$ cat src/rtl/serdes_pkg.sv
// Shared definitions for the serializer/deserializer pair (piso_tx and sipo).
package serdes_pkg;

   // Bit order on the serial link; both ends of a link must agree.
   localparam int unsigned SHIFT_LSB_FIRST = 0;
   localparam int unsigned SHIFT_MSB_FIRST = 1;

   // Transmit/receive sequencing states.
   typedef enum logic {
      IDLE  = 1'b0,
      SHIFT = 1'b1
   } state_e;

endpackage : serdes_pkg

$ cat src/rtl/piso_tx.sv
// Parallel-in/serial-out transmitter with a one-entry holding register.
// Words stream back-to-back with no gap so the downstream sipo stays frame aligned.
// The serial outputs are registered from the current shift state, so they trail
// the internal state by one cycle: accept at edge t, transfer at t+1, first bit after t+2.
module piso_tx
   import serdes_pkg::*;
#(
   parameter int unsigned SIZE      = 8,
   parameter int unsigned SHIFT_DIR = SHIFT_LSB_FIRST
) (
   input  logic            clk,
   input  logic            reset,
   input  logic [SIZE-1:0] data_in,
   input  logic            data_valid,
   output logic            data_ready,
   output logic            ser_out,
   output logic            ser_en,
   output logic            busy,
   output logic            done
);

   localparam int unsigned    CNT_W    = $clog2(SIZE);
   localparam logic [CNT_W-1:0] LAST_IDX = CNT_W'(SIZE - 1);

   state_e            state_q, state_d;
   logic [CNT_W-1:0]  bit_cnt_q, bit_cnt_d;
   logic [SIZE-1:0]   shift_reg_q, shift_reg_d;
   logic [SIZE-1:0]   hold_reg_q, hold_reg_d;
   logic              hold_full_q, hold_full_d;
   logic              data_ready_q, data_ready_d;
   logic              ser_out_q, ser_out_d;
   logic              ser_en_q, ser_en_d;
   logic              busy_q, busy_d;
   logic              done_q, done_d;

   logic              last_bit;
   logic              accept;
   logic              transfer;
   logic              cur_bit;

   // State, datapath and output registers; reset drops any in-flight word.
   always_ff @(posedge clk or negedge reset) begin
      if (!reset) begin
         state_q      <= IDLE;
         bit_cnt_q    <= '0;
         shift_reg_q  <= '0;
         hold_reg_q   <= '0;
         hold_full_q  <= 1'b0;
         data_ready_q <= 1'b1;
         ser_out_q    <= 1'b0;
         ser_en_q     <= 1'b0;
         busy_q       <= 1'b0;
         done_q       <= 1'b0;
      end else begin
         state_q      <= state_d;
         bit_cnt_q    <= bit_cnt_d;
         shift_reg_q  <= shift_reg_d;
         hold_reg_q   <= hold_reg_d;
         hold_full_q  <= hold_full_d;
         data_ready_q <= data_ready_d;
         ser_out_q    <= ser_out_d;
         ser_en_q     <= ser_en_d;
         busy_q       <= busy_d;
         done_q       <= done_d;
      end
   end

   // Next-state, holding-register handshake and serial output computation.
   always_comb begin
      state_d     = state_q;
      bit_cnt_d   = bit_cnt_q;
      shift_reg_d = shift_reg_q;
      hold_reg_d  = hold_reg_q;
      hold_full_d = hold_full_q;

      last_bit = (state_q == SHIFT) && (bit_cnt_q == LAST_IDX);
      accept   = data_valid && !hold_full_q;
      transfer = hold_full_q && ((state_q == IDLE) || last_bit);
      cur_bit  = (SHIFT_DIR == SHIFT_MSB_FIRST) ? shift_reg_q[SIZE-1] : shift_reg_q[0];

      ser_en_d  = (state_q == SHIFT);
      busy_d    = (state_q == SHIFT);
      done_d    = last_bit;
      ser_out_d = (state_q == SHIFT) ? cur_bit : 1'b0;

      case (state_q)
         IDLE: begin
            if (transfer) begin
               state_d   = SHIFT;
               bit_cnt_d = '0;
            end
         end
         SHIFT: begin
            if (last_bit) begin
               bit_cnt_d = '0;
               if (!transfer) begin
                  state_d = IDLE;
               end
            end else begin
               bit_cnt_d = bit_cnt_q + CNT_W'(1);
            end
         end
         default: begin
            state_d   = IDLE;
            bit_cnt_d = '0;
         end
      endcase

      // The next bit to present always sits at the outgoing end of shift_reg.
      if (transfer) begin
         shift_reg_d = hold_reg_q;
         hold_full_d = 1'b0;
      end else if (state_q == SHIFT) begin
         if (SHIFT_DIR == SHIFT_MSB_FIRST) begin
            shift_reg_d = shift_reg_q << 1;
         end else begin
            shift_reg_d = shift_reg_q >> 1;
         end
      end

      // Accept and transfer are mutually exclusive on hold_full_q.
      if (accept) begin
         hold_reg_d  = data_in;
         hold_full_d = 1'b1;
      end

      data_ready_d = !hold_full_d;
   end

   assign data_ready = data_ready_q;
   assign ser_out    = ser_out_q;
   assign ser_en     = ser_en_q;
   assign busy       = busy_q;
   assign done       = done_q;

endmodule : piso_tx

$ cat config.mk
export PLATFORM = sky130hd
export DESIGN_NAME = piso_tx
export DESIGN_NICKNAME = d
export VERILOG_FILES = /design/src/rtl/serdes_pkg.sv /design/src/rtl/piso_tx.sv
export SDC_FILE = /design/constraint.sdc
export NUM_CORES = 1
export LEC_CHECK = 0
export ABC_AREA = 0
export BUFFER_PORTS_ARGS = -buffer_cell sky130_fd_sc_hd__buf_2
export CELL_PAD_IN_SITES_DETAIL_PLACEMENT = 1
export CELL_PAD_IN_SITES_GLOBAL_PLACEMENT = 1
export CORE_UTILIZATION = 41
export CTS_CLUSTER_DIAMETER = 80
export CTS_CLUSTER_SIZE = 14
export DETAILED_ROUTE_END_ITERATION = 8
export GPL_TIMING_DRIVEN = 1
export PLACE_DENSITY_LB_ADDON = 0.1
export SKIP_CTS_REPAIR_TIMING = 1
export SYNTH_ARGS = -nofsm -noshare
export SYNTH_HDL_FRONTEND = slang
export SYNTH_SLANG_ARGS = --single-unit
export TNS_END_PERCENT = 50
$ cat constraint.sdc
create_clock -name clk -period 1.95 [get_ports clk]
set_input_delay 0.39 -clock clk [delete_from_list [all_inputs] [get_ports clk]]
set_output_delay 0.39 -clock clk [all_outputs]
set_load 0.01 [all_outputs]
; After elaboration in Yosys (flattened, before gate mapping)
; Index checks and enable logic that the tools add are counted.
[op_classes]
add_sub_neg = 1
eq_ne = 2
n_mux = 11
bitwise_logic = 1
reduce_logical = 7
[ops]
columns = operator, n
row1 = two-way mux 8 bit, 2
row2 = two-way mux 3 bit, 2
row3 = one-hot mux 3 bit (2 select lines), 1
row4 = two-way mux 1 bit, 5
row5 = "adder 3 x 1 -> 3 bit, second input constant", 1
row6 = "equality test 3 bit, second input constant", 1
row7 = logical AND 1 bit, 3
row8 = logical NOT 1 bit, 2
row9 = "inequality test 2 bit, second input constant", 1
row10 = one-hot mux 1 bit (2 select lines), 1
row11 = nonzero test 2 bit, 1
row12 = logical OR 1 bit, 1
row13 = NOT 1 bit, 1
[word_totals]
register_bits = 25
in_bits = 11
out_inout_bits = 5
elab_cells = 31

; Depth between registers and ports, before layout
; Gate-level depths: netlist (run 1).
[depth]
ltp_word = 7
mapped_depth = 5
depth_no_buf = 5

; Worst setup path after synthesis (run 1)
; OpenSTA, ideal clock, no wires.
[synth_timing]
path_kind = reg-to-reg
from = register bit_cnt_q[0]
to = register shift_reg_q[0]
setup_time_ns = 0.123
t_arrival_ns = 1.318
t_required_ns = 1.827
path_slack_ns = 0.510
path_stages_with_launch = 6
path_buffers = 1
period_less_slack_ns = 1.440
path_cell_list = dfrtp_1 > ha_1 > ha_1 > nand2b_1 > buf_2 > o221a_2
[synth_via]
elab_chain_len = 5
elab_cells_between_ends = 6
classes_between = eq/ne: 1 / mux: 1 / reduce/logical: 4
[synth_lines]
columns = item, line_no
row1 = start: declaration, piso_tx.sv:26  ; logic [CNT_W-1:0] bit_cnt_q, bit_cnt_d;
row2 = start signal: assignment, piso_tx.sv:56  ; bit_cnt_q <= bit_cnt_d;
row3 = equality test 3 bit (*), piso_tx.sv:76  ; last_bit = (state_q == SHIFT) && (bit_cnt_q == LAST_IDX);
row4 = logical AND 1 bit (*), piso_tx.sv:76
row5 = logical OR 1 bit (*), piso_tx.sv:78  ; transfer = hold_full_q && ((state_q == IDLE) || last_bit);
row6 = logical AND 1 bit (*), piso_tx.sv:78
row7 = two-way mux 8 bit / nonzero test 2 bit (equally long branches), n/a
row8 = end signal: assignment, piso_tx.sv:57  ; shift_reg_q <= shift_reg_d;
row9 = end: declaration, piso_tx.sv:27  ; logic [SIZE-1:0] shift_reg_q, shift_reg_d;
; Mark *: on every way between the ends. The rest lies on a longest branch, timed or not.
; A chain may end at the register's enable or synchronous reset.

; Final worst setup path (run 1)
[layout_timing]
from = register bit_cnt_q[0]
to = register shift_reg_q[5]
; The elaborated chain is that of the path after synthesis.

==> results_dict.tcl, run 1 <==
set metrics [dict create \
    irDropWorstVdd_mv 0.639 \
    core_area_um2 2480 \
    dr_wl_met3_um 46 \
    slew_viol_final 0 \
    start_kind "flop" \
    clock.fmax_ghz 0.610 \
    routed.top_layer "met4" \
    clk_pin_slew_ns 0.13 \
    grt_antenna_before_repair 0 \
    drive_above_1_share 0.389 \
    path_max_fanout 6 \
    initial_core_util 0.432 \
    critPathLaunch "bit_cnt_q[0]" \
    finalPower_w 0.00174 \
    power_density_nw_per_um2 1470 \
    status "finished, final reports clean" \
    postSynthAreaPerCell_um2 13.6 \
    grtUsageTotal 0.171 \
    final_cell_mix "dfrtp_1, buf_2, nor2b_1" \
    skew_ns 0.00356 \
    dr.pass1.iters 3 \
    numPortBuffers 15 \
    grt_pass1_wl_um 3330 \
    synth.distinct_cells 20 \
    wl_met1_um 913 \
    diodes 0 \
    synth_area_um2 1070 \
    slew_headroom 0.641 \
    min_path_type "input pin to asynchronous set/reset pin" \
    grt_pass1_vias 690 \
    power_frac_clock 0.131 \
    maxCapViolations 0 \
    hpwl_um 1340 \
    placed_area_um2 1150 \
    rsz0062_at_grt "no" \
    required_ns 2.17 \
    finalCritPeriodShare 0.841 \
    ys_seq_area_frac 0.585 \
    ys_ff_latch 25 \
    setup_viol 0 \
    end_kind "flop" \
    nets 109 \
    cts_tree "built" \
    min_period_ns 1.64 \
    via_per_inst 5.38 \
    via_count 672 \
    die_h_um 53.1 \
    wl_per_cell_um 15.4 \
    drc 0 \
    critPathKind "flop to flop" \
    cts_made_buffers 3 \
    final_util 0.477 \
    syn_to_final_growth_pct 10.3 \
    tightest_slew_ns 0.538 \
    drt-initial-drc-count 8 \
    tns_ns 0 \
    reg2reg_depth 5 \
    hold_violations 0 \
    p_switching_w 0.000560 \
    p_sw_frac 0.322 \
    rows 18 \
    io_pins 16 \
    finish.instance_area_um2 1180 \
    r2r_start "bit_cnt_q[0]" \
    p_int_w 0.00118 \
    dieArea_um2 2820 \
    layout_commonest_cell "dfrtp_1" \
    p_leak_nw 0.542 \
    n_fill_cell 271 \
    ys_warn_count 0 \
    power_frac_comb 0.355 \
    ant_nets 0 \
    grt_max_degree 26 \
    syn-num-nets 92 \
    gp_congestion 0.679 \
    clock_path_buffers 2 \
    worstSkewPairLatency_ns 0.31 \
    cts.sinks 25 \
    p_seq_frac 0.514 \
    die_x_um 53.1 \
    overflow 0 \
    cp.arrival_ns 1.86 \
    wl_um 1920 \
    htreeDepth 1 \
    holdWs_ns 0.0375 \
    wl_met2_um 930 \
    syn_inst 79 \
    cts_root_buf "clkbuf_4" \
]
[per-stage QoR]
step	setup slack, ns	instances
final	0.310	125
after global routing	0.182	125
after CTS	0.290	125
after global placement	0.365	121
after floorplan	0.510	79
after detailed placement	0.320	121
[cell usage after synthesis]
cell type | number | area (um^2)
a211o_1 | 7 | 61.3
a21oi_1 | 1 | 5.00
a22o_1 | 1 | 8.76
a32o_1 | 1 | 10.0
and2_1 | 2 | 12.5
buf_2 | 2 | 10.0
buf_4 | 2 | 15.0
buf_6 | 1 | 11.3
buf_8 | 1 | 15.0
dfrtp_1 | 24 | 601
dfstp_2 | 1 | 26.3
ha_1 | 2 | 25.0
inv_1 | 1 | 3.75
mux2_2 | 8 | 90.1
nand2_1 | 4 | 15.0
nand2b_1 | 2 | 12.5
nor2_1 | 1 | 3.75
nor2b_1 | 9 | 56.3
o21ai_0 | 2 | 10.0
o221a_2 | 7 | 78.8
[flip-flops by register name, indices dropped and copies added (netlist names)]
register,cells
bit_cnt_q,3
busy,1
busy_d,1
data_ready,1
done,1
hold_full_q,1
hold_reg_q,8
ser_out,1
shift_reg_q,8
[cell families (layout without fill, tap and decap cells)]
family          Yosys count  after routing  synth area share
flops                    25             25             0.585
compound gates           19             19             0.162
simple gates             18             18            0.0934
mux                       8              8            0.0841
buf+inv                   7             23            0.0514
fa+ha+maj                 2              2            0.0234
[worst paths after layout]
path | slack, ns | to
max | 0.31 | shift_reg_q[5]
min | 0.04 | busy_d
max reg2reg | 0.31 | shift_reg_q[5]
min reg2reg | 0.49 | ser_out
max in group asynchronous | 1.55 | data_ready
min in group clk | 0.30 | hold_reg_q[5]
[final cells by class]
cell class | count | area, um^2 | area share
sequential | 25 | 627 | 0.531
multi-input combinational | 47 | 389 | 0.329
timing repair buffer | 18 | 97.6 | 0.0826
tap | 30 | 37.5 | 0.0318
clock buffer | 4 | 26.3 | 0.0222
inverter | 1 | 3.75 | 0.00318
[routing by layer]
metal  vias up  track usage
met5         -            0
met4         0       0.0921
met3         4       0.0259
met2        14        0.262
met1       336        0.231
li1        318            -
[worst max-delay path, stage by stage, from the launching register on]
cell and delay (ns):
dfrtp_1 0.42, ha_1 0.21, ha_1 0.21, nand2b_1 0.24
buf_4 0.20, o221a_2 0.26
[power by group through the flow]
stage / registers [W] / logic, W / clock network (W)
finish: 0.000896 / 0.000618 / 0.000228
global route: 0.000930 / 0.000690 / 0.000263
CTS: 0.000900 / 0.000634 / 0.000244
detailed placement: 0.000913 / 0.000631 / 0
global placement: 0.000905 / 0.000606 / 0
floorplan: 0.000858 / 0.000518 / 0
Note: power is estimated with default switching activity, not from simulation.
==> run 2, diff against run 1 <==
Clock period 1.95 ns to 1.54 ns, I/O delays scaled along.
==> results_dict.tcl, run 2 (synthesis gave the netlist of run 1 again) <==
set metrics [dict create \
    status "complete, but fails checks" \
    failed_checks "negative hold slack" \
    grt_pass1_wl_um 3350 \
    syn_to_final_growth_pct 14.7 \
    drc 0 \
    cts_root_buf "clkbuf_4" \
    fin_ws_ns 0.0377 \
    min_period_ns 1.50 \
    clock_path_buffers 2 \
    slew_viol_final 0 \
    hpwl_um 1430 \
    rows 18 \
    grtUsageTotal 0.171 \
    skew_ns 0.00729 \
    initial_core_util 0.432 \
    critPathKind "flop to flop" \
    path_max_fanout 6 \
    multi_input_area_um2 399 \
    finalCritPeriodShare 0.976 \
    diodes 0 \
    met2_usage 0.289 \
    min_path_type "input pin to asynchronous set/reset pin" \
    die_x_um 53.1 \
    tns_ns 0 \
    required_ns 1.75 \
    use_met3 0.0259 \
    n_fill_cell 266 \
    maxCapViolations 0 \
    drt-initial-drc-count 6 \
    die_h_um 53.1 \
    path_buf_inv 1 \
    irDropWorstVdd_mv 0.911 \
    slew_headroom 0.628 \
    grt_max_degree 26 \
    drive_above_1_share 0.440 \
    setup_viol 0 \
    wl_per_cell_um 15.3 \
    cp_cell_sequence "ha_1 -> ha_1 -> nand2b_4 -> buf_4 -> o221a_2" \
    holdWs_ns -0.0338 \
    final_util 0.496 \
    cts.sinks 25 \
    p_leak_nw 0.568 \
    ant_nets 0 \
    power_density_nw_per_um2 1880 \
    htreeDepth 1 \
    clk_pin_slew_ns 0.13 \
    start_kind "flop" \
    io_pins 16 \
    crit_top_cell "ha_1" \
    end_kind "flop" \
    core_area_um2 2480 \
    grt_pass1_vias 717 \
    dr.pass1.iters 4 \
    slowest_stage "dfrtp_1" \
    cts_made_buffers 3 \
    grt_antenna_before_repair 0 \
    cp.arrival_ns 1.71 \
    via_per_inst 5.30 \
    gp_congestion 0.700 \
    final_cell_mix "dfrtp_1, buf_2, nor2b_1" \
    layout_commonest_cell "dfrtp_1" \
    dieArea_um2 2820 \
    ff_latch_area_um2 627 \
    reg.largest.list "hold_reg_q (8), shift_reg_q (8), bit_cnt_q (3)" \
    nets 114 \
    cts_tree "built" \
    numPortBuffers 15 \
    overflow 0 \
    busiest_layer "met2" \
    hold_violations 24 \
    slowest_delay_ns 0.41 \
    via_count 689 \
    use_met1 0.217 \
    tightest_slew_ns 0.559 \
    wl_um 1990 \
    clock.fmax_ghz 0.666 \
    critPathTopFamily "adder cells" \
    pre_cts_slack_ns -0.00686 \
    worstSkewPairLatency_ns 0.31 \
]
==> run 2: cell count changes in the layout (fill, tap and decap cells not counted), sizes merged <==
cell  delta
buf      +5
==> run 2: cell type report <==
class                      instances  area share
sequential                        25       0.510
multi-input combinational         47       0.325
timing repair buffer              23       0.110
tap                               30      0.0305
clock buffer                       4      0.0214
inverter                           1     0.00305
==> run 2: final timing paths <==
kind / start / to / slack, ns / cells past startpoint
setup / recovery: bit_cnt_q[0] / shift_reg_q[3] / 0.04 / 5
hold / removal: reset / hold_full_q / -0.03 / 1
setup reg to reg: bit_cnt_q[0] / shift_reg_q[3] / 0.04 / 5
hold reg to reg: shift_reg_q[0] / ser_out / 0.52 / 1
max in group asynchronous: reset / hold_reg_q[3] / 1.20 / 1
min in group clk: data_in[7] / hold_reg_q[7] / 0.22 / 2
==> run 2: power by group <==
part | internal [W] | switching (W)
sequential | 0.000939 | 0.000171
clock | 0.000101 | 0.000185
combinational | 0.000538 | 0.000382
==> run 2: per-layer routing <==
layer	wire, um	up-vias
li1	-	329
met1	931	346
met2	1000	12
met3	46	2
met4	12	0
met5	0	-
==> run 2: per-stage QoR <==
step	cells	total power, W	instance area, um^2
after floorplan	79	0.00174	1070
after global placement	125	0.00197	1180
after detailed placement	125	0.00202	1180
after CTS	129	0.00231	1210
after global routing	130	0.00250	1230
final	130	0.00232	1230
